<file path="src/rtl/trap_capture_pkg.sv">
// Shared types and default constants for the trap capture block.
// Also holds the saturating coordinate-offset helper used for the ball override position.
package trap_capture_pkg;

  typedef enum logic [1:0] {
    TRAP_IDLE,
    TRAP_CAPTURED,
    TRAP_COOLDOWN
  } trap_capture_state_t;

  localparam int SCREEN_MAIN_TRAP_HOLD_FRAMES     = 120;
  localparam int SCREEN_MAIN_TRAP_COOLDOWN_FRAMES = 60;
  localparam int SCREEN_MAIN_BALL_HALF_SIZE       = 8;

  localparam int COORD_W = 11;
  localparam int TIMER_W = 8;
  localparam int COUNT_W = 4;

  // Ball top-left from trap centre, clamped at the screen edge instead of wrapping.
  function automatic logic [COORD_W-1:0] sat_sub(input logic [COORD_W-1:0] a,
                                                 input logic [COORD_W-1:0] b);
    return (a >= b) ? (a - b) : '0;
  endfunction

endpackage

</file>
<file path="src/rtl/trap_capture_frame_timer.sv">
// Frame-granular down counter shared by the hold and cooldown phases of trap_capture.
// Clear beats load beats decrement; the count rests at zero rather than wrapping.
module frame_timer
  import trap_capture_pkg::*;
(
  input  logic               clk,
  input  logic               resetN,
  input  logic               clear,
  input  logic               load,
  input  logic [TIMER_W-1:0] load_value,
  input  logic               tick,
  output logic               is_zero
);

  logic [TIMER_W-1:0] count;

  // NOTE: state registers use non-blocking assignments so every flop samples pre-edge values.
  always_ff @(posedge clk or negedge resetN) begin
    if (!resetN) begin
      count <= '0;
    end else if (clear) begin
      count <= '0;
    end else if (load) begin
      count <= load_value;
    end else if (tick && (count != '0)) begin
      count <= count - 1'b1;
    end
  end

  assign is_zero = (count == '0);

endmodule

</file>
<file path="src/rtl/trap_capture.sv">
// Ball/trap overlap detector with frame-based hold and cooldown for the main screen.
// Optional feature: define TRAP_CAPTURE_COUNT_EN to build the saturating captureCount register.
module trap_capture
  import trap_capture_pkg::*;
#(
  parameter int HOLD_FRAMES     = SCREEN_MAIN_TRAP_HOLD_FRAMES,
  parameter int COOLDOWN_FRAMES = SCREEN_MAIN_TRAP_COOLDOWN_FRAMES,
  parameter int BALL_HALF_SIZE  = SCREEN_MAIN_BALL_HALF_SIZE
) (
  input  logic               clk,
  input  logic               resetN,
  input  logic               startOfFrame,
  input  logic               reset_level,
  input  logic               pause,
  input  logic [COORD_W-1:0] trapCenterX,
  input  logic [COORD_W-1:0] trapCenterY,
  input  logic               ballDR,
  input  logic               trapDR,
  output logic               captured,
  output logic [COORD_W-1:0] ballOverrideX,
  output logic [COORD_W-1:0] ballOverrideY,
  output logic               releasePulse,
  output logic [COUNT_W-1:0] captureCount
);

  localparam logic [TIMER_W-1:0] HOLD_LOAD = TIMER_W'(HOLD_FRAMES - 1);
  localparam logic [TIMER_W-1:0] COOL_LOAD = TIMER_W'(COOLDOWN_FRAMES - 1);
  localparam logic [COORD_W-1:0] HALF      = COORD_W'(BALL_HALF_SIZE);

  trap_capture_state_t state, state_next;
  logic               hit_flag;
  logic               frame_advance;
  logic               timer_zero;
  logic               timer_load;
  logic [TIMER_W-1:0] timer_load_value;
  logic               release_next;

  assign frame_advance = startOfFrame && !pause;

  frame_timer u_frame_timer (
    .clk        (clk),
    .resetN     (resetN),
    .clear      (reset_level),
    .load       (timer_load),
    .load_value (timer_load_value),
    .tick       (frame_advance),
    .is_zero    (timer_zero)
  );

  // NOTE: every signal written here gets a default first, so no path can infer a latch.
  always_comb begin
    state_next       = state;
    timer_load       = 1'b0;
    timer_load_value = '0;
    release_next     = 1'b0;
    if (reset_level) begin
      state_next = TRAP_IDLE;
    end else if (frame_advance) begin
      unique case (state)
        TRAP_IDLE: begin
          if (hit_flag) begin
            state_next       = TRAP_CAPTURED;
            timer_load       = 1'b1;
            timer_load_value = HOLD_LOAD;
          end
        end
        TRAP_CAPTURED: begin
          if (timer_zero) begin
            state_next       = TRAP_COOLDOWN;
            timer_load       = 1'b1;
            timer_load_value = COOL_LOAD;
            release_next     = 1'b1;
          end
        end
        TRAP_COOLDOWN: begin
          if (timer_zero) state_next = TRAP_IDLE;
        end
        default: state_next = TRAP_IDLE;
      endcase
    end
  end

  always_ff @(posedge clk or negedge resetN) begin
    if (!resetN) begin
      state        <= TRAP_IDLE;
      releasePulse <= 1'b0;
    end else begin
      state        <= state_next;
      releasePulse <= release_next;
    end
  end

  // The frame strobe clears the old flag before this cycle's overlap can set it again.
  always_ff @(posedge clk or negedge resetN) begin
    if (!resetN) begin
      hit_flag <= 1'b0;
    end else if (reset_level) begin
      hit_flag <= 1'b0;
    end else begin
      hit_flag <= (hit_flag && !startOfFrame) || (ballDR && trapDR && !pause);
    end
  end

  // Loaded from state_next so the override is valid in the first captured cycle.
  always_ff @(posedge clk or negedge resetN) begin
    if (!resetN) begin
      ballOverrideX <= '0;
      ballOverrideY <= '0;
    end else if (reset_level) begin
      ballOverrideX <= '0;
      ballOverrideY <= '0;
    end else if (!pause) begin
      if (state_next == TRAP_CAPTURED) begin
        ballOverrideX <= sat_sub(trapCenterX, HALF);
        ballOverrideY <= sat_sub(trapCenterY, HALF);
      end else begin
        ballOverrideX <= '0;
        ballOverrideY <= '0;
      end
    end
  end

  assign captured = (state == TRAP_CAPTURED);

`ifdef TRAP_CAPTURE_COUNT_EN
  logic               count_inc;
  logic [COUNT_W-1:0] capture_count_q;

  assign count_inc = !reset_level && frame_advance && (state == TRAP_IDLE) && hit_flag;

  always_ff @(posedge clk or negedge resetN) begin
    if (!resetN) begin
      capture_count_q <= '0;
    end else if (count_inc && (capture_count_q != '1)) begin
      capture_count_q <= capture_count_q + 1'b1;
    end
  end

  assign captureCount = capture_count_q;
`else
  assign captureCount = '0;
`endif

endmodule

</file>
<file path="config.mk">
export PLATFORM = sky130hd
export DESIGN_NAME = trap_capture
export DESIGN_NICKNAME = d
export VERILOG_FILES = /design/src/rtl/trap_capture_pkg.sv /design/src/rtl/trap_capture_frame_timer.sv /design/src/rtl/trap_capture.sv
export SDC_FILE = /design/constraint.sdc
export NUM_CORES = 1
export LEC_CHECK = 0
export ABC_AREA = 0
export BUFFER_PORTS_ARGS = -buffer_cell sky130_fd_sc_hd__buf_2
export CORE_UTILIZATION = 45
export CTS_CLUSTER_SIZE = 40
export DETAILED_ROUTE_END_ITERATION = 10
export PLACE_DENSITY = 0.71
export SLEW_MARGIN = 20
export SYNTH_ARGS = -nofsm -noshare
export SYNTH_HDL_FRONTEND = slang
export SYNTH_HIERARCHICAL = 1
export SYNTH_SLANG_ARGS = --single-unit
</file>
<file path="constraint.sdc">
create_clock -name clk -period 5.1 [get_ports clk]
set_input_delay 1.02 -clock clk [delete_from_list [all_inputs] [get_ports clk]]
set_output_delay 1.02 -clock clk [all_outputs]
set_load 0.02 [all_outputs]
</file>
-- Yosys cells after proc, flatten, opt, wreduce, memory -nomap -nowiden
Cells that the tools add are included.
- register bits after elaboration: 34
- bits in latches: 0
- RAM bits: 0
- ROM bits: 0
- bits of input ports: 29
- output and inout bits: 28
- logic and storage cells: 57
- memories: 0
- add/sub/neg operators: 3
- multiply operators: 0
- divide/modulo/power cells: 0
- $lt $le $gt $ge: 2
- eq/ne operators: 4
- shift-type cells: 0
- multiplexer cells: 30
- bitwise logic cells: 0
- reductions and logical operators: 12
- operator list (operator ; number):
    11-bit 2-to-1 mux ; 8
    8-bit 2-to-1 mux ; 3
    11-bit by 4-bit >= comparator with 1-bit output, second input constant ; 2
    11-bit by 4-bit subtractor with 11-bit output, second input constant ; 2
    7-bit 2-to-1 mux ; 2
    7-bit case mux with 2 select lines ; 1
    2-bit 2-to-1 mux ; 5
    8-bit logical NOT ; 1
    1-bit 2-to-1 mux ; 8
    8-bit nonzero test ; 1
    8-bit by 1-bit subtractor with 8-bit output, second input constant ; 1
    6-bit 2-to-1 mux ; 1
    2-bit case mux with 3 select lines ; 1
    1-bit logical AND ; 5
    2-bit by 1-bit equality test with 1-bit output, second input constant ; 2
    3-bit nonzero test ; 1
    2-bit equality test, second input constant ; 1
    1-bit logical NOT ; 2
    2-bit logical NOT ; 1
    2-bit != test, second input constant ; 1
    1-bit case mux with 2 select lines ; 1
    1-bit logical OR ; 1

-- Longest topological paths before layout
- word-level depth: 9
- depth in mapped cells: 11
- mapped depth without buffers: 10

-- By module
Netlist, hierarchy kept.
- modules (own cells, without submodules) (module ; times used ; cells an instance ; area each (sq um) ; sequential area each (sq um)):
    trap_capture ; 1 ; 157 ; 1453.9 ; 650.6
    frame_timer ; 1 ; 61 ; 555.5 ; 200.2

-- Worst setup path before layout
OpenSTA, ideal clock, no wires.
- kind: input-to-reg
- start: input port reset_level
- end: register u_frame_timer.count[7]
- library setup time: 0.140 ns
- arrival: 2.658 ns
- data required time: 4.960 ns
- path slack: 2.303 ns
- stages on the path: 7
- buffers on the path: 2
- cells stage by stage: buf_6 > or4b_4 > o22ai_1 > inv_1 > clkbuf_1 > nor2_1 > a211oi_2
- cells in the longest elaborated chain, start to end: 3
- elaborated cells between the ends (all ways): 4
- classes of those cells: mux: 3; reduce/logical: 1
- RTL lines (what ; RTL line ; RTL):
    from (decl) ; trap_capture.sv:13 ; input logic reset_level,
    1-bit 2-to-1 mux (*) ; trap_capture.sv:56 ; if (reset_level) begin
    named net timer_load ; trap_capture.sv:34 ; logic timer_load;
    8-bit 2-to-1 mux ; trap_capture_frame_timer.sv:23 ; end else if (load) begin
    8-bit 2-to-1 mux ; trap_capture_frame_timer.sv:21 ; end else if (clear) begin
    to (signal assigned) ; trap_capture_frame_timer.sv:24 ; count <= load_value;
    to (signal assigned) ; trap_capture_frame_timer.sv:26 ; count <= count - 1'b1;
    to (decl) ; trap_capture_frame_timer.sv:15 ; logic [TIMER_W-1:0] count;
Mark *: on every way through the listed nets, which the timed path passes. The rest lies on a longest branch.
A chain may end at the register's enable or synchronous reset.

-- Final worst setup path
- start: register u_frame_timer.count[0]
- end: register u_frame_timer.count[6]
- cells in the longest elaborated chain, start to end: 7
- elaborated cells between the ends (all ways): 12
- classes of those cells: add/sub: 1; mux: 7; reduce/logical: 4
- RTL lines (what ; RTL line ; RTL):
    8-bit logical NOT (*) ; trap_capture_frame_timer.sv:30 ; assign is_zero = (count == '0);
    named net timer_zero ; trap_capture.sv:33 ; logic timer_zero;
    1-bit 2-to-1 mux (*) ; trap_capture.sv:68 ; if (timer_zero) begin
    1-bit case mux with 2 select lines (*) ; trap_capture.sv:59 ; unique case (state)
    1-bit 2-to-1 mux (*) ; trap_capture.sv:58 ; end else if (frame_advance) begin
    1-bit 2-to-1 mux (*) ; trap_capture.sv:56 ;
    named net timer_load ; trap_capture.sv:34 ;
    8-bit 2-to-1 mux ; trap_capture_frame_timer.sv:23 ;
    8-bit 2-to-1 mux ; trap_capture_frame_timer.sv:21 ;
Mark *: on every way through the listed nets, which the timed path passes. The rest lies on a longest branch. The select of a mux whose other input is x is not followed.

==> qor.yml <==
floorplan:
  die-width_um: 68.8
  pin_count: 57
  dieArea_um2: 4740
  core_um2: 4140
  rows: 23
  initial_core_util_pct: 48.5
  dieHeight_um: 68.8
pwr:
  pwr-share-clk_pct: 27.2
  leakage_uw: 0.00111
  p_int_uw: 503
  net-switching-power_uw: 270
  peakVddDrop_mv: 0.128
  p_sw_share_pct: 34.9
  pwr-share-seq_pct: 41.6
  combinationalPowerShare_pct: 31.2
  power_density_nw_per_um2: 326
worst_setup_path:
  r2r_slack_ps: 1860
  slowest_stage: "o22ai_1"
  crit_path_start_kind: "register"
  worstPathMaxFanout: 14
  slowest_delay_ps: 570
  crit_top_cell: "inv_1"
  path_class: "reg2reg"
  cp_data_arrival_time_ps: 3410
  worstPathRequired_ps: 5270
  reg2reg_depth: 10
  crit_chain: "inv_1, ha_1, nor4b_2, nand2_1, inv_1, nand3_1, o22ai_1, inv_1, and4_1, a2111oi_2"
  timing.rr.end: "u_frame_timer/count[6]$_DFFE_PN0P_"
  end_kind: "register"
  r2r_start: "u_frame_timer/count[0]$_DFFE_PN0P_"
  cpLargestDelayFamily: "simple AND/OR/NAND/NOR gates"
  critPathBufInv: 3
global_routing:
  gr-usage-all-layers_pct: 21.2
  grt_pass1_wl_mm: 7.38
  antenna_found_initial: 0
  overflow: 0
  grt_pass1_vias: 1619
  grt_max_degree: 35
routing:
  avgViaCountPerCell: 5.54
  wl_mm: 4.63
  vias: 1778
  post_drt_wl_per_cell_um: 14.4
  drt_first_pass_iters: 4
  drcViolationCount: 0
  drtAntennaViolNets: 0
  drt_iter0_drc: 119
place:
  dpl.hpwl_mm: 3.27
  io_buffers: 52
  postPlaceCellArea_um2: 2280
  place.gp.congestion: 0.866
sta:
  min_period_ps: 3240
  fin_skew_ps: 6.50
  fmax_mhz: 309
  worstMarginPinSlew_ps: 785
  setup_viol: 0
  rsz0062_at_grt: "no"
  setup_tns_ps: 0
  finalHoldViolations: 0
  finalCritPeriodShare_pct: 63.5
  slew_violations: 0
  max_slew_margin_pct: 47.7
  hold_slack_ps: 475
layout:
  n_fill_cell: 402
  diodes: 0
  drive_above_1_share_pct: 26.2
  area_growth_pct: 18.1
  multi_input_area_um2: 1050
  design_area_um2: 2370
  final_util_pct: 57.2
  fin_nets: 303
  regArea_um2: 851
clock_network:
  ctsHoldBuffers: 0
  cts_setup_buffers: 0
  htreeDepth: 2
  cts_buffers: 5
  cts-resized-gates: 0
  tritoncts: "yes"
  clockRootBuffer: "clkbuf_8"
  clk_latency_ps: 280
  cts_sinks: 34
  clkTransAtPathRegs_ps: 70
  clockBufferDepth: 2
synth:
  synth-seq-cells: 34
  synth_cells: 218
  yosys.area.top_type: "dfrtp_1"
  synth_cell_type_count: 47
  yosysSeqAreaShare_pct: 42.3
  synth_area_leaders: "dfrtp_1 42%, o31ai_1 7.1%, nand2_1 6.5%"
  synth_edf_count: 0
  synth_warnings: 6
  synth_top_area_share_pct: 42.3
  synthFlopType: "dfrtp_1"
  synth.avg_cell_area_um2: 9.22
  async_reset_ff_share_pct: 100
  syn_area_um2: 2010
min_path:
  whs_path_depth: 2
  holdCritStartpoint: "ballOverrideX[10]$_DFFE_PN0P_"
  min_to: "ballOverrideX[10]$_DFFE_PN0P_"
  holdCritPathClass: "reg2reg"
run_status:
  status: "finished clean"
job:
  maxCapViolCount: 0
-- cell type report --
| type | instances | area share, % |
|---|---|---|
| clock inverter | 2 | 0.527 |
| inverter | 11 | 1.74 |
| tap | 50 | 2.64 |
| multi-input combinational | 165 | 44.5 |
| clock buffer | 6 | 3.48 |
| sequential | 34 | 35.9 |
| timing repair buffer | 53 | 11.3 |
-- cells by family after synthesis --
logic type,synth area share (%)
other,0.187
and+or+nand+nor,22.8
adders and majority gates,2.49
AOI/OAI and AO/OA,18.9
xor gates and xnor gates,7.41
DFF,42.3
buffers and inverters,5.92
-- through the flow --
step	std cells	total power, uW	worst slack [ps]
final	321	772	1860
after global routing	321	824	1600
after CTS	321	779	1890
after detailed placement	313	563	1780
after global placement	313	559	1940
after floorplan	222	499	2300
-- power groups by stage --
| stage | registers (uW) | clock network, uW | logic (uW) |
|---|---|---|---|
| after global routing | 326 | 229 | 270 |
| after detailed placement | 326 | 0 | 237 |
| after global placement | 324 | 0 | 235 |
| after floorplan | 320 | 0 | 179 |
| after CTS | 321 | 219 | 240 |
| final | 322 | 210 | 241 |
-- worst max path at each step --
| stage | from | to | slack (ps) | depth (start not counted) |
|---|---|---|---|---|
| final | u_frame_timer/count[0]$_DFFE_PN0P_ | u_frame_timer/count[6]$_DFFE_PN0P_ | 1860 | 10 |
| after global routing | u_frame_timer/count[0]$_DFFE_PN0P_ | u_frame_timer/count[6]$_DFFE_PN0P_ | 1600 | 10 |
| after CTS | u_frame_timer/count[0]$_DFFE_PN0P_ | u_frame_timer/count[6]$_DFFE_PN0P_ | 1890 | 10 |
| after detailed placement | reset_level | u_frame_timer/count[6]$_DFFE_PN0P_ | 1780 | 6 |
| after global placement | reset_level | u_frame_timer/count[6]$_DFFE_PN0P_ | 1940 | 6 |
| after floorplan | reset_level | u_frame_timer/count[7]$_DFFE_PN0P_ | 2300 | 7 |
-- per-layer routing --
| layer | global-route usage, % | routed length [um] | part of all wire [%] |
|---|---|---|---|
| met2 | 33.0 | 2190 | 47 |
| met5 | 0 | 0 | 0 |
| met4 | 7.91 | 74 | 1.6 |
| met3 | 4.28 | 164 | 3.5 |
| met1 | 29.1 | 2200 | 48 |
-- tightest hold or removal path: cells and delay by family (launching register included) --
family | cells | cell delay [ps]
compound gates | 1 | 50
flops | 1 | 340
simple gates | 1 | 50
-- cells in the final DEF, fill, tap and decap left out, types with 4 or more instances in the layout --
| cell type | synthesis | layout |
|---|---|---|
| buf_2 | 2 | 52 |
| nand2_1 | 35 | 35 |
| dfrtp_1 | 34 | 34 |
| o31ai_1 | 19 | 19 |
| nor2_1 | 13 | 13 |
| inv_1 | 11 | 11 |
| xnor2_1 | 11 | 11 |
| o21ai_0 | 9 | 9 |
| nor3_1 | 7 | 7 |
| xor2_1 | 6 | 6 |
| clkbuf_8 | 0 | 6 |
| a211oi_1 | 6 | 6 |
| a21oi_1 | 5 | 5 |
| nor3b_1 | 5 | 5 |
| conb_1 | 1 | 5 |
| ha_1 | 4 | 4 |
-- flip-flops by register name, indices dropped and copies added (netlist names) --
register / count
ballOverrideX: 11
ballOverrideY: 11
hit_flag: 1
releasePulse: 1
state: 2
u_frame_timer/count: 8
-- synth_stat cells (all sizes together), types with 2 or more instances --
cell type,instances
a211oi,7
a21oi,6
buf,9
clkbuf,3
dfrtp,34
ha,4
inv,11
nand2,35
nand2b,3
nand3,2
nor2,14
nor3,7
nor3b,5
nor4,3
nor4b,4
o21ai,9
o22ai,2
o31ai,19
o41ai,3
or4,3
or4b,2
xnor2,11
xor2,6
Power figures use the tool's default switching activity.
